`src/rtl/echo_pipeline_sequencer_pkg.sv`:
```
// Shared types and default timing for the echo pipeline sequencer.
// Visible to the sequencer, its wait timer and the testbench.
package echo_pipeline_sequencer_pkg;

    typedef enum logic [2:0] {
        ST_IDLE      = 3'd0,
        ST_CONV_EN   = 3'd1,
        ST_CONV_WAIT = 3'd2,
        ST_LAG_EN    = 3'd3,
        ST_LAG_WAIT  = 3'd4,
        ST_S3_EN     = 3'd5,
        ST_S3_WAIT   = 3'd6,
        ST_EMIT      = 3'd7
    } seq_state_e;

    localparam int DEF_PULSE_CYCLES  = 2;
    localparam int DEF_MIN_WAIT_CONV = 8;
    localparam int DEF_MIN_WAIT_LAG  = 600;
    localparam int DEF_MIN_WAIT_S3   = 1250;
    localparam int DEF_TIMEOUT       = 2048;

    // Width of the wait/pulse counters; wide enough for any 16-bit constant.
    localparam int TMR_W = 16;

    function automatic logic is_en_state(input seq_state_e s);
        return (s == ST_CONV_EN) || (s == ST_LAG_EN) || (s == ST_S3_EN);
    endfunction

    function automatic logic is_wait_state(input seq_state_e s);
        return (s == ST_CONV_WAIT) || (s == ST_LAG_WAIT) || (s == ST_S3_WAIT);
    endfunction

endpackage

```
`src/rtl/echo_pipeline_sequencer_timer.sv`:
```
// Shared wait timer: counts clocks since load, flags end of the
// minimum wait and expiry of the ready timeout that follows it.
module stage_wait_timer
    import echo_pipeline_sequencer_pkg::*;
(
    input  logic             clk_i,
    input  logic             rst_i,
    input  logic             load_i,
    input  logic             run_i,
    input  logic [TMR_W-1:0] min_wait_i,
    input  logic [TMR_W-1:0] timeout_i,
    output logic             min_done_o,
    output logic             timed_out_o
);

    // cnt_q equals the number of clock edges since the load edge,
    // so the first edge where cnt_q == min is the first ready sample.
    logic [TMR_W:0]   cnt_q, cnt_d;
    logic [TMR_W-1:0] min_q;
    logic [TMR_W-1:0] tmo_q;
    logic [TMR_W:0]   limit;

    assign limit = {1'b0, min_q} + {1'b0, tmo_q};

    // Next count: restart on load, saturating increment while running.
    always_comb begin
        cnt_d = cnt_q;
        if (load_i) begin
            cnt_d = (TMR_W+1)'(1);
        end else if (run_i && (cnt_q != '1)) begin
            cnt_d = cnt_q + (TMR_W+1)'(1);
        end
    end

    // Counter and latched limits.
    always_ff @(posedge clk_i or posedge rst_i) begin
        if (rst_i) begin
            cnt_q <= '0;
            min_q <= '0;
            tmo_q <= '0;
        end else begin
            cnt_q <= cnt_d;
            if (load_i) begin
                min_q <= min_wait_i;
                tmo_q <= timeout_i;
            end
        end
    end

    assign min_done_o  = (cnt_q >= {1'b0, min_q});
    assign timed_out_o = (cnt_q >= limit);

endmodule

```
`src/rtl/echo_pipeline_sequencer.sv`:
```
// Frame sequencer for the echo pipeline: conv -> lag -> approx/cancel,
// then forwards the selected double result with a one-cycle strobe.
module echo_pipeline_sequencer
    import echo_pipeline_sequencer_pkg::*;
#(
    parameter int PULSE_CYCLES  = DEF_PULSE_CYCLES,
    parameter int MIN_WAIT_CONV = DEF_MIN_WAIT_CONV,
    parameter int MIN_WAIT_LAG  = DEF_MIN_WAIT_LAG,
    parameter int MIN_WAIT_S3   = DEF_MIN_WAIT_S3,
    parameter int TIMEOUT       = DEF_TIMEOUT
) (
    input  logic        clk_operation,
    input  logic        rst,
    input  logic [12:0] sampling_cycle_counter,
    input  logic        enable_para_approx,
    input  logic        ready_conv,
    input  logic        ready_lag,
    input  logic        ready_approx,
    input  logic        ready_cancel,
    input  logic [63:0] e,
    input  logic [63:0] signal_without_echo,
    output logic        enable_conv,
    output logic        enable_lag,
    output logic        enable_approx,
    output logic        enable_cancel,
    output logic        enable_out,
    output logic [63:0] double_out,
    output logic [31:0] iteration,
    output logic        busy,
    output logic        err_timeout,
    output logic        err_overrun
);

    localparam logic [TMR_W-1:0] PC      = TMR_W'(PULSE_CYCLES);
    localparam logic [TMR_W-1:0] MW_CONV = TMR_W'(MIN_WAIT_CONV);
    localparam logic [TMR_W-1:0] MW_LAG  = TMR_W'(MIN_WAIT_LAG);
    localparam logic [TMR_W-1:0] MW_S3   = TMR_W'(MIN_WAIT_S3);
    localparam logic [TMR_W-1:0] TMO     = TMR_W'(TIMEOUT);

    seq_state_e       state_q;
    logic             mode_q;
    logic [TMR_W-1:0] pcnt_q;
    logic             en_conv_q;
    logic             en_lag_q;
    logic             en_approx_q;
    logic             en_cancel_q;
    logic             en_out_q;
    logic [63:0]      dout_q;
    logic [31:0]      iter_q;
    logic             err_tmo_q;
    logic             err_ovr_q;

    logic             frame_start;
    logic             pulse_done;
    logic             tmr_load;
    logic             tmr_run;
    logic [TMR_W-1:0] tmr_min;
    logic             min_done;
    logic             timed_out;
    logic             stage_ready;
    logic             stage_adv;
    logic             stage_tmo;

    assign frame_start = (sampling_cycle_counter == 13'd0);
    assign pulse_done  = (pcnt_q >= PC);
    assign tmr_load    = is_en_state(state_q) && pulse_done;
    assign tmr_run     = is_wait_state(state_q);

    // Per-stage minimum wait and ready selection; stage 3 follows the
    // mode latched at frame start, not the live mode input.
    always_comb begin
        tmr_min     = MW_CONV;
        stage_ready = 1'b0;
        unique case (state_q)
            ST_CONV_EN, ST_CONV_WAIT: begin
                tmr_min     = MW_CONV;
                stage_ready = ready_conv;
            end
            ST_LAG_EN, ST_LAG_WAIT: begin
                tmr_min     = MW_LAG;
                stage_ready = ready_lag;
            end
            ST_S3_EN, ST_S3_WAIT: begin
                tmr_min     = MW_S3;
                stage_ready = mode_q ? ready_approx : ready_cancel;
            end
            default: begin
                tmr_min     = MW_CONV;
                stage_ready = 1'b0;
            end
        endcase
    end

    assign stage_adv = tmr_run && min_done && stage_ready;
    assign stage_tmo = tmr_run && timed_out && !stage_ready;

    stage_wait_timer u_timer (
        .clk_i       (clk_operation),
        .rst_i       (rst),
        .load_i      (tmr_load),
        .run_i       (tmr_run),
        .min_wait_i  (tmr_min),
        .timeout_i   (TMO),
        .min_done_o  (min_done),
        .timed_out_o (timed_out)
    );

    // Frame FSM with registered enables, result and error flags.
    always_ff @(posedge clk_operation or posedge rst) begin
        if (rst) begin
            state_q     <= ST_IDLE;
            mode_q      <= 1'b0;
            pcnt_q      <= '0;
            en_conv_q   <= 1'b0;
            en_lag_q    <= 1'b0;
            en_approx_q <= 1'b0;
            en_cancel_q <= 1'b0;
            en_out_q    <= 1'b0;
            dout_q      <= '0;
            iter_q      <= '0;
            err_tmo_q   <= 1'b0;
            err_ovr_q   <= 1'b0;
        end else begin
            if (frame_start && (state_q != ST_IDLE)) begin
                err_ovr_q <= 1'b1;
            end
            unique case (state_q)
                ST_IDLE: begin
                    if (frame_start) begin
                        state_q   <= ST_CONV_EN;
                        mode_q    <= enable_para_approx;
                        en_conv_q <= 1'b1;
                        pcnt_q    <= TMR_W'(1);
                    end
                end
                ST_CONV_EN: begin
                    if (pulse_done) begin
                        state_q   <= ST_CONV_WAIT;
                        en_conv_q <= 1'b0;
                    end else begin
                        pcnt_q <= pcnt_q + TMR_W'(1);
                    end
                end
                ST_CONV_WAIT: begin
                    if (stage_adv) begin
                        state_q  <= ST_LAG_EN;
                        en_lag_q <= 1'b1;
                        pcnt_q   <= TMR_W'(1);
                    end else if (stage_tmo) begin
                        state_q   <= ST_IDLE;
                        err_tmo_q <= 1'b1;
                    end
                end
                ST_LAG_EN: begin
                    if (pulse_done) begin
                        state_q  <= ST_LAG_WAIT;
                        en_lag_q <= 1'b0;
                    end else begin
                        pcnt_q <= pcnt_q + TMR_W'(1);
                    end
                end
                ST_LAG_WAIT: begin
                    if (stage_adv) begin
                        state_q     <= ST_S3_EN;
                        en_approx_q <= mode_q;
                        en_cancel_q <= !mode_q;
                        pcnt_q      <= TMR_W'(1);
                    end else if (stage_tmo) begin
                        state_q   <= ST_IDLE;
                        err_tmo_q <= 1'b1;
                    end
                end
                ST_S3_EN: begin
                    if (pulse_done) begin
                        state_q     <= ST_S3_WAIT;
                        en_approx_q <= 1'b0;
                        en_cancel_q <= 1'b0;
                    end else begin
                        pcnt_q <= pcnt_q + TMR_W'(1);
                    end
                end
                ST_S3_WAIT: begin
                    if (stage_adv) begin
                        state_q  <= ST_EMIT;
                        en_out_q <= 1'b1;
                        dout_q   <= mode_q ? e : signal_without_echo;
                        if (mode_q) begin
                            iter_q <= iter_q + 32'd1;
                        end
                    end else if (stage_tmo) begin
                        state_q   <= ST_IDLE;
                        err_tmo_q <= 1'b1;
                    end
                end
                ST_EMIT: begin
                    state_q  <= ST_IDLE;
                    en_out_q <= 1'b0;
                end
                default: begin
                    state_q <= ST_IDLE;
                end
            endcase
        end
    end

    assign enable_conv   = en_conv_q;
    assign enable_lag    = en_lag_q;
    assign enable_approx = en_approx_q;
    assign enable_cancel = en_cancel_q;
    assign enable_out    = en_out_q;
    assign double_out    = dout_q;
    assign iteration     = iter_q;
    assign busy          = (state_q != ST_IDLE);
    assign err_timeout   = err_tmo_q;
    assign err_overrun   = err_ovr_q;

endmodule
```
`config.mk`:
```
export PLATFORM = sky130hd
export DESIGN_NAME = echo_pipeline_sequencer
export DESIGN_NICKNAME = d
export VERILOG_FILES = /design/src/rtl/echo_pipeline_sequencer_pkg.sv /design/src/rtl/echo_pipeline_sequencer_timer.sv /design/src/rtl/echo_pipeline_sequencer.sv
export SDC_FILE = /design/constraint.sdc
export NUM_CORES = 1
export LEC_CHECK = 0
export BUFFER_PORTS_ARGS = -buffer_cell sky130_fd_sc_hd__buf_2
export CORE_MARGIN = 8
export CORE_UTILIZATION = 54
export CTS_CLUSTER_DIAMETER = 50
export DETAILED_ROUTE_END_ITERATION = 8
export HOLD_SLACK_MARGIN = 0.08
export PLACE_DENSITY_LB_ADDON = 0.25
export SETUP_SLACK_MARGIN = 0.3
export SLEW_MARGIN = 40
export SYNTH_ARGS = -nofsm -noshare
export SYNTH_HDL_FRONTEND = slang
export SYNTH_HIERARCHICAL = 1
export SYNTH_SLANG_ARGS = --single-unit
```
`constraint.sdc`:
```
create_clock -name clk_operation -period 4.91 [get_ports clk_operation]
set_clock_uncertainty 0.2 [all_clocks]
set_input_delay 0.982 -clock clk_operation [delete_from_list [all_inputs] [get_ports clk_operation]]
set_output_delay 0.982 -clock clk_operation [all_outputs]
set_load 0.01 [all_outputs]
```
# Yosys cells after proc, flatten, opt, wreduce, memory -nomap -nowiden
# Index checks and enable logic that the tools add are counted.
# totals
ff_bits	157
latch_bits	0
ramBits	0
rom_bits	0
input_bits	148
out_inout_bits	104
wordCells	107
mem_count	0
# op_classes
add_sub_neg	4
mul	0
div_mod_pow	0
magnitude_cmp	3
n_eq_ne	17
shift	0
mux	29
n_bitwise	1
reduce_logical	38
# op_table
operator	n
2-to-1 mux 64 bit	1
2-to-1 mux 16 bit	3
one-hot mux 16 bit (3 select lines)	1
2-to-1 mux 17 bit	2
adder 32 x 1 -> 32 bit, second input constant	1
2-to-1 mux 3 bit	8
one-hot mux 3 bit (8 select lines)	1
one-hot mux 11 bit (2 select lines)	1
adder 16 x 12 -> 17 bit	1
adder 17 x 1 -> 17 bit, second input constant	1
greater-or-equal comparator 17 x 16 -> 1 bit	1
greater-or-equal comparator 17 bit	1
inequality test 17 bit, second input constant	1
adder 16 x 1 -> 16 bit, second input constant	1
greater-or-equal comparator 16 x 2 -> 1 bit, second input constant	1
inequality test 2 bit, second input constant	8
AND reduction 3 bit	5
zero test 13 bit	1
equality test 3 bit, second input constant	4
one-hot mux 1 bit (2 select lines)	5
nonzero test 2 bit	5
AND reduction 4 bit	2
OR reduction 2 bit	4
logical AND 1 bit	7
12 further kinds	26

# Longest topological paths before layout
# logic_depth
word_depth	8
depth_mapped	15
ltp_nobuf	15

# Cells and area by module
# The synthesis kept the hierarchy.
# by_module_without_submodules
module	instances	cells_each	area_per_inst_um2	seq_area_each_um2
echo_pipeline_sequencer	1	563	5789.3	3078.0
stage_wait_timer	1	365	3468.3	1226.2

# Least setup slack after synthesis
# OpenSTA, ideal clock, no wires.
# synth_path
kind	reg-to-reg
from	register u_timer.min_q[0]
to	register err_tmo_q, in the netlist err_timeout
setup_time_ns	0.120
arrival_ns	3.193
t_required_ns	4.590
slack_ns	1.397
stages_incl_launch_ff	15
path_buffers	0
period_less_slack_ns	3.513
path_cell_list	dfrtp_1 ha_1 fa_1 a211o_1 a21oi_1 a21oi_1 o22ai_1 xor2_1 ha_1 a21o_1 a21o_1 a21oi_1 o21ai_0 a221o_1 a31o_2
# synth_via
elab_chain_len	5
elab_cells_between_ends	9
cone_classes	add/sub: 1; order compare: 2; bitwise: 1; reduce/logical: 5
# synth_lines
item	line	source
start, declared	echo_pipeline_sequencer_timer.sv:19	logic [TMR_W-1:0] min_q;
start signal, assigned	echo_pipeline_sequencer_timer.sv:44	min_q <= min_wait_i;
adder 16 x 12 -> 17 bit	echo_pipeline_sequencer_timer.sv:23	assign limit = {1'b0, min_q} + {1'b0, tmo_q};
greater-or-equal comparator 17 bit	echo_pipeline_sequencer_timer.sv:51	assign timed_out_o = (cnt_q >= limit);
via timed_out	echo_pipeline_sequencer.sv:59	logic timed_out;
logical AND 1 bit (2 in a row)	echo_pipeline_sequencer.sv:95	assign stage_tmo = tmr_run && timed_out && !stage_ready;
AND reduction 3 bit (no line)	-	
end signal, assigned	echo_pipeline_sequencer.sv:121	err_tmo_q <= 1'b0;
end signal, assigned	echo_pipeline_sequencer.sv:151	err_tmo_q <= 1'b1;
end signal, assigned	echo_pipeline_sequencer.sv:170	err_tmo_q <= 1'b1;
end, declared	echo_pipeline_sequencer.sv:50	logic err_tmo_q;
# The timed path passes the listed nets, and every way through them passes these cells.
# A chain may end at the register's enable or synchronous reset.

# Worst setup path in the final report
# Same ends and word-level chain as after synthesis.

==> qor.yml <==
run_status:
  status: "completed"
cts:
  cts_setup_buffers: 0
  clk_pin_slew_ns: 0.07
  cts_inserted_buffers: 17
  clockBufferDepth: 2
  cts_sinks: 172
  cts-root-buf: "clkbuf_16"
  postCtsResizedCells: 0
  tritoncts: "built"
  htreeDepth: 4
  cts_hold_buf: 0
  clock_latency_ns: 0.42
worst_setup_path:
  r2r-end: "err_timeout$_DFFE_PP0P_"
  worst-path-buf-inv: 0
  cp.required_ns: 5.02
  r2r_cells: 14
  cp-start-kind: "register"
  cp_slowest_stage_delay_ns: 0.44
  end_kind: "register"
  r2r_start: "u_timer/min_q[0]$_DFFE_PP0P_"
  crit_fanout: 3
  path_common_cell: "a21oi_1"
  cp.arrival_ns: 4.01
  critical-path-top-delay-family: "compound AO/OA/AOI/OAI gates"
  rrSetupSlack_ns: 1.00
  cp_cell_sequence: "ha_1, fa_1, a211o_1, a21oi_1, a21oi_1, o22ai_1, xor2_1, ha_1, a21o_1, a21o_1, a21oi_1, o21ai_0, a221o_1, a31o_2"
  worst_path_max_delay_cell: "fa_1"
  worstSetupPathType: "reg -> reg"
timing:
  timing.setup.tns_ns: 0
  slew-limit-headroom_pct: 47.02
  tightest_slew_ns: 0.7947
  slew_viol_final: 0
  rsz0062_at_grt: "no"
  hold_viol_final: 0
  setup_viol: 0
  finalCritPeriodShare_pct: 79.54
  fin_crit_ns: 3.905
  fmax_mhz: 256.1
routing:
  drt-initial-drc-count: 362
  ant_nets: 0
  drcViolationCount: 0
  wirelength_um: 25620
  wl_per_cell_um: 17.95
  num_vias: 7691
  first_pass_iters: 5
  vias_per_cell: 5.390
logic_synthesis:
  ys_warn_count: 6
  synth_cells: 928
  ys_ff_latch: 172
  synth_edf_count: 0
  synth_area_per_cell_sq_um: 9.976
  synth_area_sq_um: 9258
  synth_flop_cell: "dfrtp_1"
  synthArstFlopShare_pct: 100.0
  synth.distinct_cells: 65
  synth_sequential_area_ratio_pct: 46.49
layout:
  drive_gt1_share_pct: 27.05
  area_delta_synth_final_pct: 22.83
  design_area_sq_um: 11370
  n_fill_cell: 1393
  final_nets: 1389
  finish.utilization_pct: 66.67
power:
  intPower_uw: 3366
  power_switching_uw: 1970
  pwr-share-clk_pct: 25.0
  ir_worst_vdd_mv: 0.3376
  swShare_pct: 36.93
  p_leak_uw: 0.005800
  pwr-share-seq_pct: 34.4
  p_per_area_nw_per_um2: 469.3
  p_comb_share_pct: 40.6
placement:
  dpl_cell_area_sq_um: 10780
  port_buffers: 251
  dp_hpwl_um: 19340
  gp_congestion: 0.8500
grt:
  first_global_vias: 7907
  grt_pass1_wl_um: 40630
  grt_usage_pct: 23.60
  grt_max_degree: 130
  grt_antenna_before_repair: 6
  overflow: 0
die:
  die_y_um: 146.9
  num_io_pins: 252
  placementRows: 48
  core_area_sq_um: 17060
  die_w_um: 146.9
  floorplan.initialDensity_pct: 54.28
  dieArea_sq_um: 21590
worst_hold_path:
  hold_path_startpoint: "iteration[31]$_DFFE_PP0P_"
  worstHoldPathCells: 1
  hp-class: "reg -> reg"
  whs_endpoint: "iteration[31]$_DFFE_PP0P_"
run:
  maxCapViolations: 0
## registers in the layout (all words and copies together), names as in the netlist
signal and count:
err_overrun 1, enable_out 1, enable_cancel 1, u_timer/tmo_q 16
state_q 3, enable_approx 1, enable_lag 1, pcnt_q 16
u_timer/cnt_q 17, double_out 64, enable_conv 1, mode_q 1
u_timer/min_q 16, err_timeout 1, iteration 32
## worst register-to-register path: cells and delay by family (launching register included)
family / cells / cell delay [ns]
compound gates: 10 / 2.06
xor+xnor: 1 / 0.18
fa+ha+maj: 3 / 0.94
flops: 1 / 0.40
## area by class of cell
| type | instances | area, sq um | share of cell area [%] |
|---|---|---|---|
| multi-input cells | 705 | 4745 | 41.73 |
| flip-flops and latches | 172 | 4308 | 37.89 |
| repair buffers | 256 | 1316 | 11.58 |
| clock buffers | 21 | 460.4 | 4.049 |
| well taps | 225 | 281.5 | 2.476 |
| inverters | 34 | 132.6 | 1.166 |
| clock inverters | 10 | 117.6 | 1.034 |
| diodes | 4 | 10.01 | 0.08803 |
## Yosys cell counts, drive strengths merged, types with 4 or more instances
library cell	number	area share, %
inv	34	1.4
nor4	10	0.74
mux2	19	2.3
nand4	12	0.81
a21oi	96	5.2
nor3	22	1.2
nand3	32	1.7
nor2	114	4.6
dfrtp	172	46
xor2	34	3.2
and3	7	0.47
nand2	59	2.4
or3	5	0.34
nor2b	18	1.2
nand2b	6	0.51
mux2i	66	7.1
a21o	12	0.97
buf	22	1.3
a31oi	5	0.34
ha	54	7.3
clkbuf	17	0.70
xnor2	22	2.1
o21ai	33	1.8
a221o	4	0.43
## per-layer routing
layer,GRT usage [%],share of wire [%],wire [um]
met1,27.15,40,10260
met2,41.04,51,13140
met3,8.336,7.0,1793
met4,6.119,1.6,401
met5,0,0.082,21
## worst max path at each step
stage                     slack [ns]                   endpoint  cells after the start                          from
final                           1.00    err_timeout$_DFFE_PP0P_                     14  u_timer/min_q[0]$_DFFE_PP0P_
after global routing            0.71     state_q[2]$_DFFE_PP0P_                     15  u_timer/min_q[0]$_DFFE_PP0P_
after CTS                       1.01    err_timeout$_DFFE_PP0P_                     14  u_timer/min_q[0]$_DFFE_PP0P_
after detailed placement        1.05    err_timeout$_DFFE_PP0P_                     14  u_timer/min_q[0]$_DFFE_PP0P_
after global placement          1.11    err_timeout$_DFFE_PP0P_                     14  u_timer/min_q[0]$_DFFE_PP0P_
after floorplan                 0.46  double_out[0]$_DFFE_PP0P_                      1                           rst
## power by group through the flow
| stage | logic [uW] | clock network, uW | registers (uW) |
|---|---|---|---|
| floorplan | 1690 | 0 | 1790 |
| global placement | 2100 | 0 | 1840 |
| detailed placement | 2170 | 0 | 1850 |
| CTS | 2180 | 1360 | 1830 |
| global route | 2450 | 1420 | 1870 |
| finish | 2170 | 1330 | 1830 |
## stage by stage
stage	setup WS [ns]	power, uW	hold WS [ns]	instances
after floorplan	0.4571	3477	0.2647	950
after global placement	1.108	3947	0.2544	1392
after detailed placement	1.051	4020	0.2609	1392
after CTS	1.013	5377	0.2691	1423
after global routing	0.7134	5738	0.3022	1427
final	1.005	5336	0.2678	1427
## logic make-up (layout without fill, tap and decap cells)
| group | count (synthesis) | in the layout | synth area share, % |
|---|---|---|---|
| xor+xnor | 56 | 56 | 5.298 |
| simple gates | 300 | 300 | 15.31 |
| buf+inv | 73 | 321 | 3.338 |
| compound gates | 185 | 185 | 12.52 |
| other cells | 2 | 28 | 0.08112 |
| mux | 85 | 85 | 9.447 |
| fa+ha+maj | 55 | 55 | 7.515 |
| flops | 172 | 172 | 46.49 |
## layout by cell type, fill, tap and decap left out, drive strengths merged, types with 3 or more instances in the layout
cell and instances:
xor2 34, nand3 32, or3 5, mux2i 66, and4 3, mux2 19
nor2b 18, a211oi 3, nand3b 3, nand2b 6, nor2 114, and3 7
diode 4, o21ai 33, dfrtp 172, a221o 4, a31o 3, buf 255
inv 35, o21a 3, a21o 12, nor3 22, clkinv 6, a21oi 96
clkbuf 22, a31oi 5, nand4 12, conb 24, nand2 59, ha 54
xnor2 22, o22ai 3, o211ai 3, nor4 10
No activity file was read; power rests on OpenSTA's default activity.
